`src/rtl/dm_pkg.sv`:
```
`default_nettype none
// ============================================================================
// dm_pkg : shared state encoding, default depth and word-index width helper
// Rev 1.0
// ============================================================================
package dm_pkg;

    localparam int unsigned DM_DEPTH = 3072;

    typedef enum logic [0:0] {
        ST_IDLE  = 1'b0,
        ST_CLEAR = 1'b1
    } dm_state_e;

    function automatic int unsigned dm_idx_w(input int unsigned depth);
        return (depth > 1) ? $clog2(depth) : 1;
    endfunction

    localparam int unsigned DM_IDX_W = dm_idx_w(DM_DEPTH);

endpackage
`default_nettype wire

```
`src/rtl/dm_arbiter_rr_arb2.sv`:
```
`default_nettype none
// ============================================================================
// rr_arb2 : two-way round-robin arbiter, one-hot grant
// Rev 1.0
// ============================================================================
module rr_arb2 (
    input  logic [1:0] req_i,
    input  logic       last_i,
    output logic [1:0] gnt_o
);

    // last_i is the index of the most recent winner; a tie goes to the other one
    always_comb begin
        gnt_o = 2'b00;
        case (req_i)
            2'b01:   gnt_o = 2'b01;
            2'b10:   gnt_o = 2'b10;
            2'b11:   gnt_o = last_i ? 2'b01 : 2'b10;
            default: gnt_o = 2'b00;
        endcase
    end

endmodule
`default_nettype wire

```
`src/rtl/dm_arbiter.sv`:
```
`default_nettype none
// ============================================================================
// dm_arbiter : two-port data-memory arbiter with hardware memory clear
// Rev 1.0
// ============================================================================
module dm_arbiter
    import dm_pkg::*;
#(
    parameter int unsigned DEPTH        = DM_DEPTH,
    parameter bit          CLR_ON_RESET = 1'b1
) (
    input  logic        clk,
    input  logic        reset,

    input  logic        m0_req,
    input  logic        m0_we,
    input  logic [31:0] m0_addr,
    input  logic [31:0] m0_wd,
    input  logic [31:0] m0_pc,
    output logic        m0_gnt,
    output logic [31:0] m0_rdata,
    output logic        m0_rvalid,
    output logic        m0_err,

    input  logic        m1_req,
    input  logic        m1_we,
    input  logic [31:0] m1_addr,
    input  logic [31:0] m1_wd,
    input  logic [31:0] m1_pc,
    output logic        m1_gnt,
    output logic [31:0] m1_rdata,
    output logic        m1_rvalid,
    output logic        m1_err,

    output logic        mem_we,
    output logic [31:0] mem_addr,
    output logic [31:0] mem_wd,
    output logic [31:0] mem_pc,
    input  logic [31:0] mem_rd,

    input  logic        clr_start,
    output logic        clr_busy,
    output logic        clr_done
);

    localparam int unsigned      IDX_W    = dm_idx_w(DEPTH);
    localparam logic [IDX_W-1:0] LAST_IDX = IDX_W'(DEPTH - 1);

    dm_state_e        state_q, state_d;
    logic [IDX_W-1:0] cnt_q, cnt_d;
    logic             pend_q;
    logic             done_q;
    logic             last_q, last_d;
    logic [1:0]       rvalid_q;
    logic [1:0]       err_q;
    logic [31:0]      rdata0_q, rdata1_q;

    logic [1:0]       req_w;
    logic [1:0]       gnt_w;
    logic             err0_w, err1_w;

    assign err0_w = (m0_addr[1:0] != 2'b00) || (m0_addr[31:2] >= 30'(DEPTH));
    assign err1_w = (m1_addr[1:0] != 2'b00) || (m1_addr[31:2] >= 30'(DEPTH));

    // requests are masked while reset is low so nothing reaches the memory
    assign req_w = {m1_req, m0_req} & {2{(state_q == ST_IDLE) && reset}};

    rr_arb2 u_arb (
        .req_i  (req_w),
        .last_i (last_q),
        .gnt_o  (gnt_w)
    );

    assign last_d = (|gnt_w) ? gnt_w[1] : last_q;

    always_comb begin
        state_d = state_q;
        cnt_d   = cnt_q;
        case (state_q)
            ST_IDLE: begin
                if (clr_start || pend_q) begin
                    state_d = ST_CLEAR;
                    cnt_d   = '0;
                end
            end
            ST_CLEAR: begin
                if (cnt_q == LAST_IDX) begin
                    state_d = ST_IDLE;
                    cnt_d   = '0;
                end else begin
                    cnt_d = cnt_q + 1'b1;
                end
            end
            default: begin
                state_d = ST_IDLE;
                cnt_d   = '0;
            end
        endcase
    end

    always_comb begin
        mem_we   = 1'b0;
        mem_addr = 32'h0;
        mem_wd   = 32'h0;
        mem_pc   = 32'h0;
        if (state_q == ST_CLEAR) begin
            mem_we   = 1'b1;
            mem_addr = 32'({cnt_q, 2'b00});
        end else if (gnt_w[0]) begin
            mem_we   = m0_we & ~err0_w;
            mem_addr = m0_addr;
            mem_wd   = m0_wd;
            mem_pc   = m0_pc;
        end else if (gnt_w[1]) begin
            mem_we   = m1_we & ~err1_w;
            mem_addr = m1_addr;
            mem_wd   = m1_wd;
            mem_pc   = m1_pc;
        end
    end

    always_ff @(posedge clk or negedge reset) begin
        if (!reset) begin
            state_q  <= ST_IDLE;
            cnt_q    <= '0;
            pend_q   <= CLR_ON_RESET;
            done_q   <= 1'b0;
            last_q   <= 1'b1;
            rvalid_q <= 2'b00;
            err_q    <= 2'b00;
            rdata0_q <= 32'h0;
            rdata1_q <= 32'h0;
        end else begin
            state_q  <= state_d;
            cnt_q    <= cnt_d;
            pend_q   <= 1'b0;
            done_q   <= (state_q == ST_CLEAR) && (cnt_q == LAST_IDX);
            last_q   <= last_d;
            rvalid_q <= gnt_w;
            err_q    <= gnt_w & {err1_w, err0_w};
            rdata0_q <= (gnt_w[0] && !err0_w && !m0_we) ? mem_rd : 32'h0;
            rdata1_q <= (gnt_w[1] && !err1_w && !m1_we) ? mem_rd : 32'h0;
        end
    end

    assign m0_gnt    = gnt_w[0];
    assign m1_gnt    = gnt_w[1];
    assign m0_rvalid = rvalid_q[0];
    assign m1_rvalid = rvalid_q[1];
    assign m0_err    = err_q[0];
    assign m1_err    = err_q[1];
    assign m0_rdata  = rdata0_q;
    assign m1_rdata  = rdata1_q;
    assign clr_busy  = (state_q == ST_CLEAR);
    assign clr_done  = done_q;

endmodule
`default_nettype wire

```
`config.mk`:
```
export PLATFORM = sky130hd
export DESIGN_NAME = dm_arbiter
export DESIGN_NICKNAME = d
export VERILOG_FILES = /design/src/rtl/dm_pkg.sv /design/src/rtl/dm_arbiter_rr_arb2.sv /design/src/rtl/dm_arbiter.sv
export SDC_FILE = /design/constraint.sdc
export NUM_CORES = 1
export LEC_CHECK = 0
export BUFFER_PORTS_ARGS = -buffer_cell sky130_fd_sc_hd__buf_2
export CAP_MARGIN = 15
export CORE_AREA = 5 5 153 155
export CTS_CLUSTER_SIZE = 12
export DETAILED_ROUTE_END_ITERATION = 16
export DIE_AREA = 0 0 158 160
export PLACE_DENSITY = 0.47
export SLEW_MARGIN = 0
export SYNTH_ARGS = -nofsm -noshare
export SYNTH_HDL_FRONTEND = slang
export SYNTH_SLANG_ARGS = --single-unit
export TNS_END_PERCENT = 50
```
`constraint.sdc`:
```
create_clock -name clk -period 2.4 [get_ports clk]
set_input_delay 0.36 -clock clk [delete_from_list [all_inputs] [get_ports clk]]
set_output_delay 0.36 -clock clk [all_outputs]
set_load 0.02 [all_outputs]
```
==> impl_metrics.sql <==
INSERT INTO impl_metrics (metric_group, metric, value, unit) VALUES
('run_status', 'result_of_the_run', 'finished clean', ''),
('synthesis', 'synthCells', '386', ''),
('layout', 'drive_above_1_share', '0.566', ''),
('timing', 'drv_slew', '0', ''),
('drt', 'detail-route-antenna-nets', '0', ''),
('setup_path', 'critical_path.startpoint_type', 'register', ''),
('floorplan', 'coreArea', '21700', 'um^2'),
('power_and_ir_drop', 'leakage', '4.06', 'nW'),
('clocking', 'numCtsBuffers', '9', ''),
('placement', 'dp_hpwl', '17.3', 'mm'),
('setup_path', 'startpoint', 'clr_busy', ''),
('synthesis', 'most_instantiated_library_cell_after_synthesis', 'a22o_1', ''),
('synthesis', 'synth-warning-count', '0', ''),
('timing', 'max_clock_freq', '432', 'MHz'),
('timing', 'worstMarginPinSlew', '0.538', 'ns'),
('synthesis', 'postSynthRegisterBits', '84', ''),
('layout', 'fin_util', '0.323', ''),
('global_routing', 'grtUsageTotal', '0.159', ''),
('timing', 'finClkSkew', '0.0140', 'ns'),
('floorplan', 'fp.dieArea', '25300', 'um^2'),
('drt', 'routed_via_density', '4.35', ''),
('floorplan', 'die_height', '160', 'um'),
('setup_path', 'max_stage_delay', '0.40', 'ns'),
('synthesis', 'syn-mean-instance-area', '10.8', 'um^2'),
('setup_path', 'reg2reg_slack', '0.57', 'ns'),
('floorplan', 'starting_density_of_the_core', '0.192', ''),
('synthesis', 'ys_dominant_reg_cell', 'dfrtp_1', ''),
('drt', 'drt_iter0_drc', '254', ''),
('timing', 'slew_headroom', '0.641', ''),
('clocking', 'cts_tree', 'done', ''),
('synthesis', 'yosysTopAreaCell', 'dfrtp_1', ''),
('run', 'max_cap_viol_count', '0', ''),
('setup_path', 'critical_path_class', 'register to output pin', ''),
('global_routing', 'globalRouteOverflowTotal', '0', ''),
('clocking', 'clkSlewWorstSetupHoldPaths', '0.07', 'ns'),
('layout', 'multiInputGateArea', '1850', 'um^2'),
('synthesis', 'synth_top_cells_by_area', 'dfrtp_1, a22o_1, and2_1, a222oi_1, nand2_1', ''),
('synthesis', 'synth-edff-count', '0', ''),
('global_routing', 'grt_pass1_wl', '30.5', 'mm'),
('setup_path', 'crit_slowest_cell', 'dfrtp_1', ''),
('clocking', 'worstSkewPairLatency', '0.34', 'ns'),
('layout', 'design.final.nets', '1019', ''),
('timing', 'finalCritPeriodShare', '0.965', ''),
('drt', 'detail_route.drc_violations', '0', ''),
('synthesis', 'synthDominantCellAreaShare', '0.494', ''),
('synthesis', 'synth.lib_cells_used.distinct', '38', ''),
('setup_path', 'worst_r2r_endpoint', 'cnt_q[11]', ''),
('synthesis', 'synth_sequential_area_ratio', '0.506', ''),
('setup_path', 'worst_r2r_startpoint', 'cnt_q[0]', ''),
('global_routing', 'grt_max_degree', '54', ''),
('setup_path', 'critical_path.max_fanout', '45', ''),
('setup_path', 'worst_ep_required_time', '2.04', 'ns'),
('drt', 'routed_wire_length_per_instance', '19.9', 'um'),
('synthesis', 'synthArstFlopShare', '1.00', ''),
('layout', 'area_delta_synth_final', '68.4', '%'),
('setup_path', 'cp_cell_sequence', 'nand3b_1, a21o_4, inv_2, buf_12, a22o_1, buf_2', ''),
('power_and_ir_drop', 'power', '3.92', 'mW'),
('power_and_ir_drop', 'max-vdd-ir-drop', '0.290', 'mV'),
('drt', 'num_vias', '4663', ''),
('setup_path', 'reg2regPathDepth', '5', ''),
('drt', 'drt_pass1_iterations', '4', ''),
('power_and_ir_drop', 'p_per_area', '560', 'nW/um^2'),
('setup_path', 'worstPathBufferInverterCount', '3', ''),
('min_path', 'min_path_type', 'primary input to asynchronous set/reset pin', ''),
('clocking', 'cts_buffer_depth', '2', ''),
('timing', 'timing.final.hold_violations', '0', ''),
('synthesis', 'synth_nets', '618', ''),
('timing', 'finalSetupViolCount', '0', ''),
('global_routing', 'grt_antenna_before_repair', '1', ''),
('placement', 'gp_congestion', '0.865', ''),
('layout', 'fillers', '2358', '');
-- cell type report --
type | count | share of cell area
repair buffers | 421 | 0.327
flip-flops and latches | 84 | 0.301
multi-input cells | 253 | 0.264
well taps | 280 | 0.0501
clock buffers | 10 | 0.0341
clock inverters | 6 | 0.0134
inverters | 18 | 0.0104
-- power by group --
part           leakage (nW)  internal, mW  switching, mW
Combinational          2.76         0.346          0.388
Sequential             1.14          1.50          0.148
Clock                 0.160         0.949          0.586
Total                  4.06          2.80           1.12
-- flip-flops by register name, summed over array words and instances, names as in the netlist --
| name | flops |
|---|---|
| clr_busy | 1 |
| clr_done | 1 |
| cnt_q | 12 |
| err_q | 2 |
| last_q | 1 |
| m0_rdata | 32 |
| m1_rdata | 32 |
| pend_q | 1 |
| rvalid_q | 2 |
-- worst register-to-register path, stage by stage, from the launching register on --
cell and delay [ns]:
dfrtp_1 0.48, ha_1 0.26, nand4_1 0.23, o31a_1 0.48, nand3_1 0.13, o311ai_0 0.13
-- worst max path at each step --
stage | cells past startpoint | slack [ns] | endpoint
finish | 6 | 0.08 | mem_wd[24]
global route | 6 | -0.006 | mem_addr[13]
CTS | 6 | 0.005 | mem_pc[6]
detailed placement | 7 | 0.12 | mem_we
global placement | 7 | 0.11 | mem_we
floorplan | 6 | 0.44 | mem_pc[24]
-- cells in the final DEF, fill, tap and decap left out, types with 7 or more instances in the layout --
| cell type | instances |
|---|---|
| buf_2 | 396 |
| dfrtp_1 | 82 |
| a22o_1 | 81 |
| and2_1 | 64 |
| nand2_1 | 19 |
| inv_1 | 16 |
| buf_4 | 15 |
| nor4_1 | 11 |
| a222oi_1 | 10 |
| nor2_1 | 10 |
| clkbuf_16 | 10 |
| o21ai_0 | 7 |
-- logic make-up after synthesis --
logic type | share of synthesized area
AND/OR/NAND/NOR | 0.183
buffers and inverters | 0.0590
flip-flops | 0.506
XOR/XNOR | 0.00422
other | 0.000902
multiplexers | 0.00241
adder cells (fa/ha/maj) | 0.00301
AO/OA/AOI/OAI | 0.241
-- per-stage QoR --
step	setup WS, ns	hold WS, ns	std cells	TNS (ns)	instance area (um^2)
after detailed placement	0.117	0.182	1051	0	6530
after CTS	0.00494	0.174	1069	0	6940
final	0.0833	0.161	1072	0	7000
after global routing	-0.00623	0.211	1072	-0.0181	7000
after global placement	0.112	0.180	1051	0	6530
after floorplan	0.441	0.0644	386	0	4160
-- timing repair --
action                                  in CTS  in global routing
endpoints found under the setup margin      14                 47
buffers inserted                             0                  2
resized for setup                            4                  6
hold buffers                                 1                  0
pin swaps                                    0                  1
gates cloned                                 1                  1
endpoints found under the hold margin        2                  0
-- layer usage --
metal / global-route usage / part of all wire / up-vias
met1: 0.199 / 0.40 / 2189
met4: 0.0345 / 0.010 / 2
met5: 0 / 0.00061 / -
met3: 0.0382 / 0.078 / 17
met2: 0.275 / 0.51 / 222
li1: - / - / 2233
(Power assumes the default switching activity.)
